<file path="src/rtl/alu_serie_pkg.sv">
// alu_serie_pkg: shared constants for the bit-serial ALU.
//   OP_*   : operation select codes driven on the s input.
//   state_e: controller states (idle, shifting bits, result pulse).
package alu_serie_pkg;

  localparam logic [1:0] OP_ADD = 2'b00;
  localparam logic [1:0] OP_AND = 2'b01;
  localparam logic [1:0] OP_OR  = 2'b10;
  localparam logic [1:0] OP_XOR = 2'b11;

  typedef enum logic [1:0] {
    ST_IDLE = 2'b00,
    ST_RUN  = 2'b01,
    ST_DONE = 2'b10
  } state_e;

endpackage

</file>
<file path="src/rtl/alu_bit_cell.sv">
// alu_bit_cell: combinational 1-bit ALU slice.
//   a, b  : operand bits (b already conditionally inverted upstream)
//   cin   : carry in (used by ADD only)
//   s     : op select (alu_serie_pkg::OP_*)
//   r     : result bit
//   cout  : carry out, 0 for logic ops
module alu_bit_cell
  import alu_serie_pkg::*;
(
  input  logic       a,
  input  logic       b,
  input  logic       cin,
  input  logic [1:0] s,
  output logic       r,
  output logic       cout
);

  always_comb begin
    r    = 1'b0;
    cout = 1'b0;
    case (s)
      OP_ADD: begin
        r    = a ^ b ^ cin;
        cout = (a & b) | (a & cin) | (b & cin);
      end
      OP_AND:  r = a & b;
      OP_OR:   r = a | b;
      OP_XOR:  r = a ^ b;
      default: r = 1'b0;
    endcase
  end

endmodule

</file>
<file path="src/rtl/alu_serie.sv">
// alu_serie: bit-serial WIDTH-bit ALU, LSB first, one bit per clock.
//   clk, nreset : rising-edge clock, async active-low reset
//   start       : accept a/b/l/cin/s when not busy (IDLE or DONE)
//   a, b, l     : operands; l=1 inverts b before the cell (l=1,cin=1 -> A-B)
//   cin, s      : initial carry, op select (00 ADD, 01 AND, 10 OR, 11 XOR)
//   busy        : high while bits are shifting
//   done        : one-cycle result pulse
//   out, c_out  : result and final carry (c_out=0 for logic ops)
//   zero, ovf   : result==0 and signed overflow; present only when the
//                 ALU_SERIE_FLAGS_EN macro is defined
module alu_serie
  import alu_serie_pkg::*;
#(
  parameter int WIDTH = 8
) (
  input  logic             clk,
  input  logic             nreset,
  input  logic             start,
  input  logic [WIDTH-1:0] a,
  input  logic [WIDTH-1:0] b,
  input  logic             l,
  input  logic             cin,
  input  logic [1:0]       s,
  output logic             busy,
  output logic             done,
  output logic [WIDTH-1:0] out,
  output logic             c_out
`ifdef ALU_SERIE_FLAGS_EN
  ,
  output logic             zero,
  output logic             ovf
`endif
);

  localparam int CNT_W = $clog2(WIDTH) + 1;

  state_e             state_q, state_d;
  logic [WIDTH-1:0]   a_q, a_d, b_q, b_d, out_q, out_d;
  logic [1:0]         op_q, op_d;
  logic               carry_q, carry_d, c_out_q, c_out_d;
  logic [CNT_W-1:0]   cnt_q, cnt_d;
  logic               cell_r, cell_co, is_add;
`ifdef ALU_SERIE_FLAGS_EN
  logic               zero_q, zero_d, ovf_q, ovf_d;
`endif

  alu_bit_cell u_cell (
    .a    (a_q[0]),
    .b    (b_q[0]),
    .cin  (carry_q),
    .s    (op_q),
    .r    (cell_r),
    .cout (cell_co)
  );

  assign is_add = (op_q == OP_ADD);

  always_comb begin
    state_d = state_q;
    a_d     = a_q;
    b_d     = b_q;
    op_d    = op_q;
    carry_d = carry_q;
    cnt_d   = cnt_q;
    out_d   = out_q;
    c_out_d = c_out_q;
`ifdef ALU_SERIE_FLAGS_EN
    zero_d  = zero_q;
    ovf_d   = ovf_q;
`endif
    case (state_q)
      ST_IDLE, ST_DONE: begin
        if (start) begin
          state_d = ST_RUN;
          a_d     = a;
          b_d     = b ^ {WIDTH{l}};
          op_d    = s;
          carry_d = cin;
          cnt_d   = '0;
        end else begin
          state_d = ST_IDLE;
        end
      end
      ST_RUN: begin
        out_d   = {cell_r, out_q[WIDTH-1:1]};
        a_d     = a_q >> 1;
        b_d     = b_q >> 1;
        carry_d = is_add ? cell_co : 1'b0;
        cnt_d   = cnt_q + CNT_W'(1);
        if (cnt_q == CNT_W'(WIDTH - 1)) begin
          state_d = ST_DONE;
          c_out_d = is_add ? cell_co : 1'b0;
`ifdef ALU_SERIE_FLAGS_EN
          zero_d  = (out_d == '0);
          // carry_q is the carry into the MSB position on this last bit
          ovf_d   = is_add & (carry_q ^ cell_co);
`endif
        end
      end
      default: state_d = ST_IDLE;
    endcase
  end

  always_ff @(posedge clk or negedge nreset) begin
    if (!nreset) begin
      state_q <= ST_IDLE;
      a_q     <= '0;
      b_q     <= '0;
      op_q    <= OP_ADD;
      carry_q <= 1'b0;
      cnt_q   <= '0;
      out_q   <= '0;
      c_out_q <= 1'b0;
`ifdef ALU_SERIE_FLAGS_EN
      zero_q  <= 1'b0;
      ovf_q   <= 1'b0;
`endif
    end else begin
      state_q <= state_d;
      a_q     <= a_d;
      b_q     <= b_d;
      op_q    <= op_d;
      carry_q <= carry_d;
      cnt_q   <= cnt_d;
      out_q   <= out_d;
      c_out_q <= c_out_d;
`ifdef ALU_SERIE_FLAGS_EN
      zero_q  <= zero_d;
      ovf_q   <= ovf_d;
`endif
    end
  end

  assign busy  = (state_q == ST_RUN);
  assign done  = (state_q == ST_DONE);
  assign out   = out_q;
  assign c_out = c_out_q;
`ifdef ALU_SERIE_FLAGS_EN
  assign zero  = zero_q;
  assign ovf   = ovf_q;
`endif

endmodule

</file>
<file path="config.mk">
export PLATFORM = sky130hd
export DESIGN_NAME = alu_serie
export DESIGN_NICKNAME = d
export VERILOG_FILES = /design/src/rtl/alu_serie_pkg.sv /design/src/rtl/alu_bit_cell.sv /design/src/rtl/alu_serie.sv
export SDC_FILE = /design/constraint.sdc
export NUM_CORES = 1
export LEC_CHECK = 0
export BUFFER_PORTS_ARGS = -buffer_cell sky130_fd_sc_hd__buf_2
export CAP_MARGIN = 20
export CORE_MARGIN = 4
export CORE_UTILIZATION = 53
export CTS_CLUSTER_DIAMETER = 150
export DETAILED_ROUTE_END_ITERATION = 12
export PLACE_DENSITY = 0.79
export SLEW_MARGIN = 20
export SYNTH_ARGS = -nofsm -noshare
export SYNTH_HDL_FRONTEND = slang
export SYNTH_SLANG_ARGS = --single-unit
export TNS_END_PERCENT = 10
</file>
<file path="constraint.sdc">
create_clock -name clk -period 1.7 [get_ports clk]
set_input_delay 0.085 -clock clk [delete_from_list [all_inputs] [get_ports clk]]
set_output_delay 0.085 -clock clk [all_outputs]
set_load 0.05 [all_outputs]
</file>
== Word-level counts from Yosys, hierarchy flattened ==
Cells that the tools add are included.

* Bits in writable memories: 0
* Bits in latches: 0
* Memories kept: 0
* Register bits after elaboration: 34
* Input bits: 23
* ROM bits: 0
* Output and inout port bits: 11
* Logic and storage cells: 46

* $add $sub $neg: 1
* Equal/unequal tests: 8
* Reduce and logical (&&, ||, !) cells: 7
* Bitwise operators: 9
* Shift operators: 0
* Muxes and demuxes: 13
* Divide/modulo/power cells: 0
* $mul: 0
* Order comparisons: 0

{| class="wikitable"
|+ Operators by type and width
! kind !! count
|-
| one-hot mux 8 bit (2 select lines) || 2
|-
| two-way mux 8 bit || 2
|-
| one-hot mux 4 bit (2 select lines) || 1
|-
| bitwise XOR 8 bit || 1
|-
| == test 2 bit, second input constant || 3
|-
| AND reduction 2 bit || 3
|-
| adder 4 x 1 -> 4 bit, second input constant || 1
|-
| == test 2 x 1 -> 1 bit, second input constant || 2
|-
| == test 4 x 3 -> 1 bit, second input constant || 1
|-
| zero test 2 bit || 2
|-
| two-way mux 4 bit || 1
|-
| one-hot mux 1 bit (4 select lines) || 1
|-
| one-hot mux 2 bit (2 select lines) || 1
|-
| AND 1 bit || 3
|-
| two-way mux 1 bit || 3
|-
| bitwise OR 1 bit || 3
|-
| two-way mux 2 bit || 1
|-
| != test 2 x 1 -> 1 bit, second input constant || 1
|-
| != test 2 bit, second input constant || 1
|-
| one-hot mux 1 bit (2 select lines) || 1
|-
| nonzero test 2 bit || 1
|-
| OR reduction 2 bit || 1
|-
| bitwise XOR 1 bit || 2
|}

== Depth between registers and ports, before layout ==
Gate-level depths: netlist of run 1.

* Word-level depth: 5
* Mapped depth: 6
* Mapped depth without buffers: 5

== By module ==
From an unflattened synthesis of run 1, not the netlist that was laid out.

* Cells, all modules: 152
* Area, all modules: 1602.8 sq um

{| class="wikitable"
|+ Modules (own cells, without submodules)
! module !! cells each !! area an instance (sq um) !! sequential area each (sq um) !! times used
|-
| alu_serie || 142 || 1511.4 || 850.8 || 1
|-
| alu_bit_cell || 10 || 91.3 || 0.0 || 1
|}

== Least setup slack after synthesis of run 1 ==
OpenSTA, ideal clock, no wires.

* Path type: reg2reg
* Start: register b_q[0]
* End: register out_q[7], in the netlist out[7]
* Buffers on the path: 0
* Period minus slack after synthesis: 1545 ps
* Arrival: 1462 ps
* Setup slack: 155 ps
* Library setup time: 83 ps
* Data required time: 1617 ps
* Cell stages (with the launch flop): 5
* Cells stage by stage: dfrtp_1 -> inv_1 -> fa_1 -> mux4_1 -> o21ai_0

* Word-level cells in the longest chain between the ends: 3
* Elaborated cells between the ends (all ways): 5
* Those cells by class: mux (1); bitwise (4)

{| class="wikitable"
|+ RTL lines
! item !! line !! RTL
|-
| from (decl) || alu_serie.sv:38 || <nowiki>logic [WIDTH-1:0] a_q, a_d, b_q, b_d, out_q, out_d;</nowiki>
|-
| from (signal assigned) || alu_serie.sv:108 || <nowiki>b_q <= '0;</nowiki>
|-
| from (signal assigned) || alu_serie.sv:121 || <nowiki>b_q <= b_d;</nowiki>
|-
| bitwise XOR 1 bit || alu_bit_cell.sv:23, alu_bit_cell.sv:28 ||
|-
| bitwise XOR 1 bit || alu_bit_cell.sv:23 || <nowiki>r = a ^ b ^ cin;</nowiki>
|-
| one-hot mux 1 bit (4 select lines) (*) || alu_bit_cell.sv:21 || <nowiki>case (s)</nowiki>
|-
| to (signal assigned) || alu_serie.sv:125 || <nowiki>out_q <= out_d;</nowiki>
|-
| to (decl) || alu_serie.sv:38 ||
|}

Mark *: on every way between the ends. The rest lies on a longest branch, timed or not.
A chain may end at the register's enable or synchronous reset.

== Worst setup path in the final report of run 1 ==
Same ends and word-level chain as after synthesis.

==> metrics.md, run 1 <==
| Metric | Value |
|---|---|
| CP Launch Type | `flop` |
| Number of global-route vias before repair | `1271` |
| Fraction of the cycle the final worst path needs | `a little over nine tenths` |
| Clock period minus final worst setup slack | `roughly 1.6 ns` |
| Final sum of negative setup slack | `0 ns` |
| Post-synthesis instance total | `150` |
| IR Drop Worst-Case VDD | `around 0.84 mV` |
| CTS clk-pin slew, worst paths | `0.10 ns` |
| Endpoint class of the critical path | `flop` |
| Number of H-tree levels | `2` |
| Remaining max-slew budget at the tightest pin | `between 50% and 60%` |
| Critical path's slowest cell | `sky130_fd_sc_hd__mux4_1` |
| Cell chain of the critical path | `inv_1, fa_1, mux4_1, o21ai_0` |
| Post-synthesis instance area | `1582 um2` |
| Pin count of the biggest net entering global routing | `35` |
| Maximum frequency from static timing analysis | `~610 MHz` |
| Total track usage | `17.74%` |
| WL final | `3.060 mm` |
| Average routed wire per standard cell | `13.48 um` |
| Path type of the worst setup path | `flop to flop` |
| Average cell area after synthesis | `between 10 and 15 um2` |
| Power density over cell area | `about 1800 nW/um2` |
| Synth-to-layout area growth | `21.99%` |
| First-pass GRT wire length | `approximately 5.5 mm` |
| Asr flop ratio synth | `100.0%` |
| Number of synthesized flops with an enable pin | `0` |
| Initial Utilization | `between 50% and 60%` |
| Buffers inserted by post-CTS timing repair | `0` |
| Number of buffers inserted by port buffering | `33` |
| Type of the tightest min-delay check | `input port to flop` |
| Initial antenna violation count | `0` |
| Post-layout net count | `between 200 and 250` |
| Number of I/O pins | `34` |
| Number of buffers created by CTS | `5` |
| Arrival time reported for the critical path endpoint | `around 1.9 ns` |
| Number of remaining DRC errors | `0` |
| Register area share after synthesis | `53.80%` |
| Die boundary width | `62.63 um` |
| Result of the run | `completed` |
| Clock root buffer | `sky130_fd_sc_hd__clkbuf_4` |
| Number of sinks driven by the clock tree | `34` |
| Longest Clk Path Bufs | `2` |
| Most used flip-flop cell after synthesis | `sky130_fd_sc_hd__dfrtp_1` |
| Die Y-Extent | `around 63 um` |
| Total of flip-flops plus latches after synthesis | `34` |
| Via density per instance | `~5.5` |
| Required time of the worst setup path | `1.96 ns` |
| Number of warnings reported in the yosys synthesis log | `0` |
| Final setup violation count | `0` |
| Area fraction of the dominant cell type after synthesis | `53.80%` |
| Kind of cell with the highest combined delay on the critical path | `multiplexers` |
| Number of antenna cells inserted | `0` |
| Clock tree skew after final layout | `0.005333 ns` |
| Reg2Reg Launch Point | `b_q[0]` |
| Global placer's final weighted congestion | `between 0.7 and 0.8` |
| Later-pin clock latency in the skew report | `0.33 ns` |
| Leakage power of the design | `between 0.9 and 1 nW` |
| RSZ-0062 raised after global routing | `false` |
| Number of buffers and inverters on the critical path | `1` |
| HPWL after detailed placement | `between 2 and 2.5 mm` |
| Synth top area cells | `sky130_fd_sc_hd__dfrtp_1, sky130_fd_sc_hd__nand2_1, sky130_fd_sc_hd__a221o_1` |
| Remaining global-route overflow | `0` |
| Rows | `19` |
| Number of vias in the routed layout | `around 1.2k` |
| Number of nets produced by synthesis | `177` |
| Critical path fanouts, max | `3` |
| Worst path max stage delay | `around 0.48 ns` |
| Transition time of the tightest slew-check pin | `around 0.73 ns` |
| TritonCTS clock tree | `yes` |
| Number of hold violations in the final report | `0` |
| Post-synthesis cell type with the largest combined area | `sky130_fd_sc_hd__dfrtp_1` |
| Std-Cell Core Area | `roughly 2800 um2` |
| Count of different cell masters after synthesis | `27` |
| Source of the worst hold timing path | `b[1]` |
| Share of final-layout standard cells stronger than drive strength 1 | `approximately a quarter` |
| First-pass DRT Iterations | `4` |
| Number of slew-limit violations in the final report | `0` |
| Launch point of the worst path | `b_q[0]` |
| Drt initial violations | `30` |
| Number of inserted filler cells in the final layout | `~240` |
| Total of max-cap violations | `0` |
| Post-detailed-route count of antenna-violating nets | `0` |
| Die area | `3922 um2` |
| Fin util | `~70%` |
## report_power, final
part | switching [mW] | internal, mW
Clock | 0.252 | 0.148
Sequential | 0.224 | 1.16
Combinational | 1.04 | 0.605
Total | 1.51 | 1.91
## registers in the layout, summed over array words and instances (netlist names)
| register | flops |
|---|---|
| state_q | 2 |
| c_out | 1 |
| out | 8 |
| a_q | 8 |
| op_q | 2 |
| b_q | 8 |
| cnt_q | 4 |
| carry_q | 1 |
## path summary, 6_finish.rpt
check | end | slack (ns) | cells after the start
min in group asynchronous | state_q[1] | 0.34 | 2
max in group asynchronous | a_q[6] | 0.90 | 2
min | b_q[1] | 0.1 | 4
max reg2reg | out[7] | 0.07 | 4
max | out[7] | 0.07 | 4
min reg2reg | out[0] | 0.49 | 2
## layout make-up
class / instances / area [um2] / share of cell area [%]
clock buffer: 5 / 37.54 / 1.946
clock inverter: 2 / 10.01 / 0.5188
inverter: 6 / 27.53 / 1.427
multi-input combinational: 100 / 646.9 / 33.53
sequential: 34 / 850.8 / 44.10
tap: 31 / 38.79 / 2.010
timing repair buffer: 49 / 317.8 / 16.47
## synth_stat cells (2+ instances only)
cell and n:
sky130_fd_sc_hd__nor2b_1 2, sky130_fd_sc_hd__dfrtp_1 34, sky130_fd_sc_hd__a221o_1 9, sky130_fd_sc_hd__xnor2_1 7
sky130_fd_sc_hd__nand2b_1 2, sky130_fd_sc_hd__mux2i_1 2, sky130_fd_sc_hd__nor3_1 3, sky130_fd_sc_hd__a22oi_1 6
sky130_fd_sc_hd__buf_4 2, sky130_fd_sc_hd__nor2_1 7, sky130_fd_sc_hd__nand3_1 7, sky130_fd_sc_hd__ha_1 3
sky130_fd_sc_hd__a22o_1 4, sky130_fd_sc_hd__o21ai_0 3, sky130_fd_sc_hd__inv_1 5, sky130_fd_sc_hd__nand2_1 37
sky130_fd_sc_hd__buf_2 7
## worst min-delay path, cell delays in order
cell and delay (ns):
sky130_fd_sc_hd__buf_2 0.08, sky130_fd_sc_hd__xnor2_1 0.05, sky130_fd_sc_hd__nor2_1 0.08, sky130_fd_sc_hd__a221o_1 0.11
## cells in the final DEF, fill, tap and decap left out, types with 2 or more instances in the layout
cell,netlist,routed
sky130_fd_sc_hd__a221o_1,9,9
sky130_fd_sc_hd__a22o_1,4,4
sky130_fd_sc_hd__a22oi_1,6,6
sky130_fd_sc_hd__buf_2,7,32
sky130_fd_sc_hd__buf_4,2,4
sky130_fd_sc_hd__clkbuf_4,0,6
sky130_fd_sc_hd__clkinv_2,0,2
sky130_fd_sc_hd__dfrtp_1,34,34
sky130_fd_sc_hd__dlygate4sd3_1,0,12
sky130_fd_sc_hd__ha_1,3,3
sky130_fd_sc_hd__inv_1,5,5
sky130_fd_sc_hd__mux2i_1,2,2
sky130_fd_sc_hd__nand2_1,37,37
sky130_fd_sc_hd__nand2b_1,2,2
sky130_fd_sc_hd__nand3_1,7,7
sky130_fd_sc_hd__nor2_1,7,7
sky130_fd_sc_hd__nor2b_1,2,2
sky130_fd_sc_hd__nor3_1,3,3
sky130_fd_sc_hd__o21ai_0,3,3
sky130_fd_sc_hd__xnor2_1,7,7
## routing by layer
layer,vias up,share of wire (%),global-route usage [%]
li1,601,-,-
met1,601,42,19.51
met2,30,51,32.09
met3,7,5.2,4.676
met4,0,1.8,7.438
met5,-,0,0
## logic make-up after synthesis
| family | share of synthesized area, % |
|---|---|
| AOI/OAI and AO/OA | 11.71 |
| DFF | 53.80 |
| buffers and inverters | 5.300 |
| muxes | 3.640 |
| xor gates and xnor gates | 4.431 |
| adders and majority gates | 3.640 |
| and+or+nand+nor | 17.48 |
## repair_timing
action / 4_1_cts / 5_1_grt
hold buffers: 12 / 0
gates resized for setup: 1 / 2
setup endpoints to repair: 1 / 1
endpoints found under the hold margin: 45 / 0
## metrics by stage
| stage | power [mW] | hold slack (ns) | area [um2] | worst slack, ns | instances |
|---|---|---|---|---|---|
| after global placement | 2.924 | 0.1738 | 1754 | 0.1335 | 208 |
| after global routing | 3.708 | 0.1024 | 1929 | 0.005030 | 227 |
| after floorplan | 2.655 | -0.2106 | 1582 | 0.1553 | 150 |
| after detailed placement | 3.012 | 0.1873 | 1754 | 0.08267 | 208 |
| after CTS | 3.440 | 0.09542 | 1924 | 0.006610 | 227 |
| final | 3.425 | 0.09974 | 1929 | 0.06996 | 227 |
Note: power is estimated with default switching activity, not from simulation.
==> run 2, diff against run 1 <==
--- a/config.mk
+++ b/config.mk
@@ -5,13 +5,14 @@
 export SDC_FILE = /design/constraint.sdc
 export NUM_CORES = 1
 export LEC_CHECK = 0
+export ABC_AREA = 1
 export BUFFER_PORTS_ARGS = -buffer_cell sky130_fd_sc_hd__buf_2
 export CAP_MARGIN = 20
 export CORE_MARGIN = 4
-export CORE_UTILIZATION = 53
+export CORE_UTILIZATION = 54
 export CTS_CLUSTER_DIAMETER = 150
 export DETAILED_ROUTE_END_ITERATION = 12
-export PLACE_DENSITY = 0.79
+export PLACE_DENSITY = 0.8
 export SLEW_MARGIN = 20
 export SYNTH_ARGS = -nofsm -noshare
 export SYNTH_HDL_FRONTEND = slang
==> run 2 against run 1 <==
Compared with the run above: sequential cell count did not move; die area up 2.9%; clock skew barely moved; clock power is 36% higher; maximum frequency grew 1.9%; hold slack worse by 0.069 ns; final area increased by 4.0%; global-route usage fell by 0.46 points; sequential share of layout area decreased by 1.7 points; first-iteration DRC count increased to 2.8 times the previous value; critical path type is now flop to output port.
==> metrics.md, run 2 <==
| Metric | Value |
|---|---|
| Via density per instance | `5.045 (-7.6%)` |
| Area fraction of the dominant cell type after synthesis | `51.09% (-2.7 points)` |
| Post-synthesis instance area | `1665 um2 (+5.3%)` |
| Die area | `4037 um2 (+2.9%)` |
| Pin count of the biggest net entering global routing | `35 (unchanged)` |
| Number of I/O pins | `34 (unchanged)` |
| Count of cells resized by post-cts repair | `0 (-1)` |
| WL final | `3.154 mm (+3.1%)` |
| Die Y-Extent | `63.54 um (+1.5%)` |
| Register area share after synthesis | `51.09% (-2.7 points)` |
| GR peak layer | `met2` |
| Remaining max-slew budget at the tightest pin | `51.85% (+0.53 points)` |
| Most frequent cells in the layout | `sky130_fd_sc_hd__nand2_1, sky130_fd_sc_hd__dfrtp_1, sky130_fd_sc_hd__buf_2` |
| Net switching share of the total power | `45.30% (+1.1 points)` |
| Clock root buffer | `sky130_fd_sc_hd__clkbuf_4` |
| Post-layout net count | `262 (+17%)` |
| Initial antenna violation count | `0 (unchanged)` |
| Most frequent standard cell in the layout excluding fill and tap cells | `sky130_fd_sc_hd__nand2_1` |
| Total non-filler cell area in the finished layout | `2007 um2 (+4.0%)` |
| Cell chain of the critical path | `inv_1, nand2_4, inv_4, buf_2` |
| Required time of the worst setup path | `1.62 ns (-0.34 ns)` |
| Final sum of negative setup slack | `0 ns (unchanged)` |
| Number of slew-limit violations in the final report | `0 (unchanged)` |
| Die boundary width | `63.54 um (+1.5%)` |
| Fin util | `70.35% (+1.6 points)` |
| Count of different cell masters after synthesis | `24 (-11%)` |
| Synth top area cells | `sky130_fd_sc_hd__dfrtp_1, sky130_fd_sc_hd__nand2_1, sky130_fd_sc_hd__nand3_1` |
| Global placer's final weighted congestion | `0.7126 (-7.8%)` |
| Total of flip-flops plus latches after synthesis | `34 (unchanged)` |
| First-pass DRT Iterations | `4 (unchanged)` |
| Number of H-tree levels | `2 (unchanged)` |
| Number of hold violations in the final report | `0 (unchanged)` |
| Longest Clk Path Bufs | `2 (unchanged)` |
| Post-synthesis cell type with the largest combined area | `sky130_fd_sc_hd__dfrtp_1` |
| Synth-to-layout area growth | `20.51%` |
| First-pass GRT wire length | `5.444 mm (-1.5%)` |
| Post-synthesis instance total | `189 (+26%)` |
| Later-pin clock latency in the skew report | `0.34 ns (about the same)` |
| Final setup violation count | `0 (unchanged)` |
| Clock period minus final worst setup slack | `1.600 ns (-0.03012 ns)` |
| CP Launch Type | `flop` |
| Most used flip-flop cell after synthesis | `sky130_fd_sc_hd__dfrtp_1` |
| Total of max-cap violations | `0 (unchanged)` |
| RSZ-0062 raised after global routing | `false` |
| Average cell area after synthesis | `8.811 um2 (-16%)` |
| Number of buffers inserted by port buffering | `33 (unchanged)` |
| Worst path max stage delay | `0.38 ns (-0.10 ns)` |
| Result of the run | `completed` |
| Transition time of the tightest slew-check pin | `0.7223 ns (-0.008009 ns)` |
| Clock network power share | `15.2% (+3.5 points)` |
| Std-Cell Core Area | `2853 um2 (+1.7%)` |
| Number of vias in the routed layout | `1347 (+8.7%)` |
| Clock tree skew after final layout | `0.005029 ns (-0.0003044 ns)` |
| Rows | `19 (unchanged)` |
| Internal power contribution | `1.969 mW (+3.0%)` |
| Portion of total power attributed to sequential cells | `38.8% (-1.6 points)` |
| GRT met1 Usage | `20.58% (+1.1 points)` |
| Combinational fraction of design power | `46.0% (-1.9 points)` |
| Type of the tightest min-delay check | `input port to flop` |
| TritonCTS clock tree | `yes` |
| Endpoint class of the critical path | `output port` |
| Remaining global-route overflow | `0 (unchanged)` |
| Standard cell area after detailed placement | `1808 um2 (+3.1%)` |
| Share of final-layout standard cells stronger than drive strength 1 | `24.58% (+0.60 points)` |
| Number of global-route vias before repair | `1237 (-2.7%)` |
| HPWL after detailed placement | `2.154 mm (-1.0%)` |
| Path type of the worst setup path | `flop to output port` |
| Total track usage | `17.29% (-0.46 points)` |
| Number of antenna cells inserted | `0 (unchanged)` |
| Number of nets produced by synthesis | `216 (+22%)` |
| Number of warnings reported in the yosys synthesis log | `0 (unchanged)` |
| Maximum frequency from static timing analysis | `625.0 MHz (+1.9%)` |
| Critical path fanouts, max | `28 (+25)` |
| IR Drop Worst-Case VDD | `0.8519 mV (+1.9%)` |
| Post-detailed-route count of antenna-violating nets | `0 (unchanged)` |
| Number of sinks driven by the clock tree | `34 (unchanged)` |
| Launch point of the worst path | `state_q[1]` |
| Number of synthesized flops with an enable pin | `0 (unchanged)` |
| Drt initial violations | `83 (+180%)` |
| Number of buffers created by CTS | `5 (unchanged)` |
| Power density over cell area | `1794 nW/um2 (+1.0%)` |
| Source of the worst hold timing path | `b[3]` |
| Critical path's slowest cell | `sky130_fd_sc_hd__dfrtp_1` |
| CTS clk-pin slew, worst paths | `0.10 ns (about the same)` |
| Leakage power of the design | `1.046 nW (+6.2%)` |
| Asr flop ratio synth | `100.0% (unchanged)` |
| Global-route met3 utilization | `6.572% (+1.9 points)` |
| Fraction of the cycle the final worst path needs | `94.11% (-1.8 points)` |
| Number of remaining DRC errors | `0 (unchanged)` |
| Initial Utilization | `58.38% (+2.0 points)` |
| Leading post-synthesis cells by instance count | `sky130_fd_sc_hd__nand2_1, sky130_fd_sc_hd__dfrtp_1, sky130_fd_sc_hd__nand3_1, sky130_fd_sc_hd__inv_1, sky130_fd_sc_hd__o21ai_0` |
| Net switching power | `1.631 mW (+7.7%)` |
| Average routed wire per standard cell | `11.81 um (-12%)` |
| Arrival time reported for the critical path endpoint | `1.51 ns (-0.38 ns)` |
| Met2 demand-to-capacity share in global routing | `28.29% (-3.8 points)` |
| Most common cell in the netlist | `sky130_fd_sc_hd__nand2_1` |
| Reg2Reg Launch Point | `b_q[0]` |
-- run 2: changes by cell type in the layout (fill, tap and decap cells not counted), sizes merged, moves of 3 or more --
cell    change
a221o       -9
a22o        -4
a22oi       -6
clkinv      -3
inv        +10
nand2      +32
nand3      +16
o211ai      +3
o21ai       +8
or2         +5
xnor2       -5
-- run 2: area by class of cell --
cell class                 count  area, um2
sequential                    34      850.8
fill                         228      845.8
multi-input combinational    133      681.9
timing repair buffer          46      292.8
clock buffer                   8      78.83
inverter                      15      63.81
tap                           31      38.79
-- run 2: critical path, delay by kind of cell, from the launching register on --
| kind | cells | cell delay, ns |
|---|---|---|
| flops | 1 | 0.38 |
| buf+inv | 3 | 0.66 |
| simple gates | 1 | 0.13 |
-- run 2: cells by family after synthesis --
| logic type | Yosys count | synth area share, % |
|---|---|---|
| adder cells (fa/ha/maj) | 4 | 3.456 |
| flip-flops | 34 | 51.09 |
| buffers and inverters | 22 | 7.964 |
| AND/OR/NAND/NOR | 109 | 30.13 |
| AO/OA/AOI/OAI | 16 | 5.259 |
| XOR/XNOR | 4 | 2.104 |
-- run 2: worst paths after layout --
| kind | endpoint | slack, ns | cells past startpoint |
|---|---|---|---|
| worst max-delay path | busy | 0.10 | 4 |
| max in group asynchronous | cnt_q[1] | 0.90 | 2 |
| worst max register to register | out[7] | 0.33 | 6 |
| worst min-delay path | b_q[3] | 0.03 | 4 |
| worst min register to register | a_q[7] | 0.48 | 2 |
| min in group asynchronous | op_q[1] | 0.33 | 2 |
-- run 2: stage by stage --
step                      total power [mW]  setup WS [ns]  hold WS (ns)  instances
after floorplan                      2.804         0.4425       -0.2106        189
after CTS                            3.631         0.1002       0.02413        267
after detailed placement             3.061         0.3393        0.1827        247
after global placement               3.011         0.4114        0.1881        247
after global routing                 3.886        0.01683       0.01137        267
final                                3.600         0.1001       0.03051        267
-- run 2: per-layer routing --
metal	share of wire [%]	vias to the layer above	wire, um
li1	-	690	-
met1	44	627	1381
met2	50	24	1585
met3	4.4	6	138
met4	1.5	0	48
met5	0	-	0
-- run 2: timing repair --
action	in CTS	in global routing
endpoints found under the hold margin	45	0
setup buffers	0	0
hold buffers	12	0
-- run 2: power by group through the flow --
stage	combinational [mW]	clock [mW]	sequential [mW]
6_report	1.66	0.547	1.40
5_1_grt	1.85	0.595	1.44
2_1_floorplan	1.12	0	1.68
3_3_place_gp	1.61	0	1.40
4_1_cts	1.68	0.557	1.39
3_5_place_dp	1.65	0	1.41
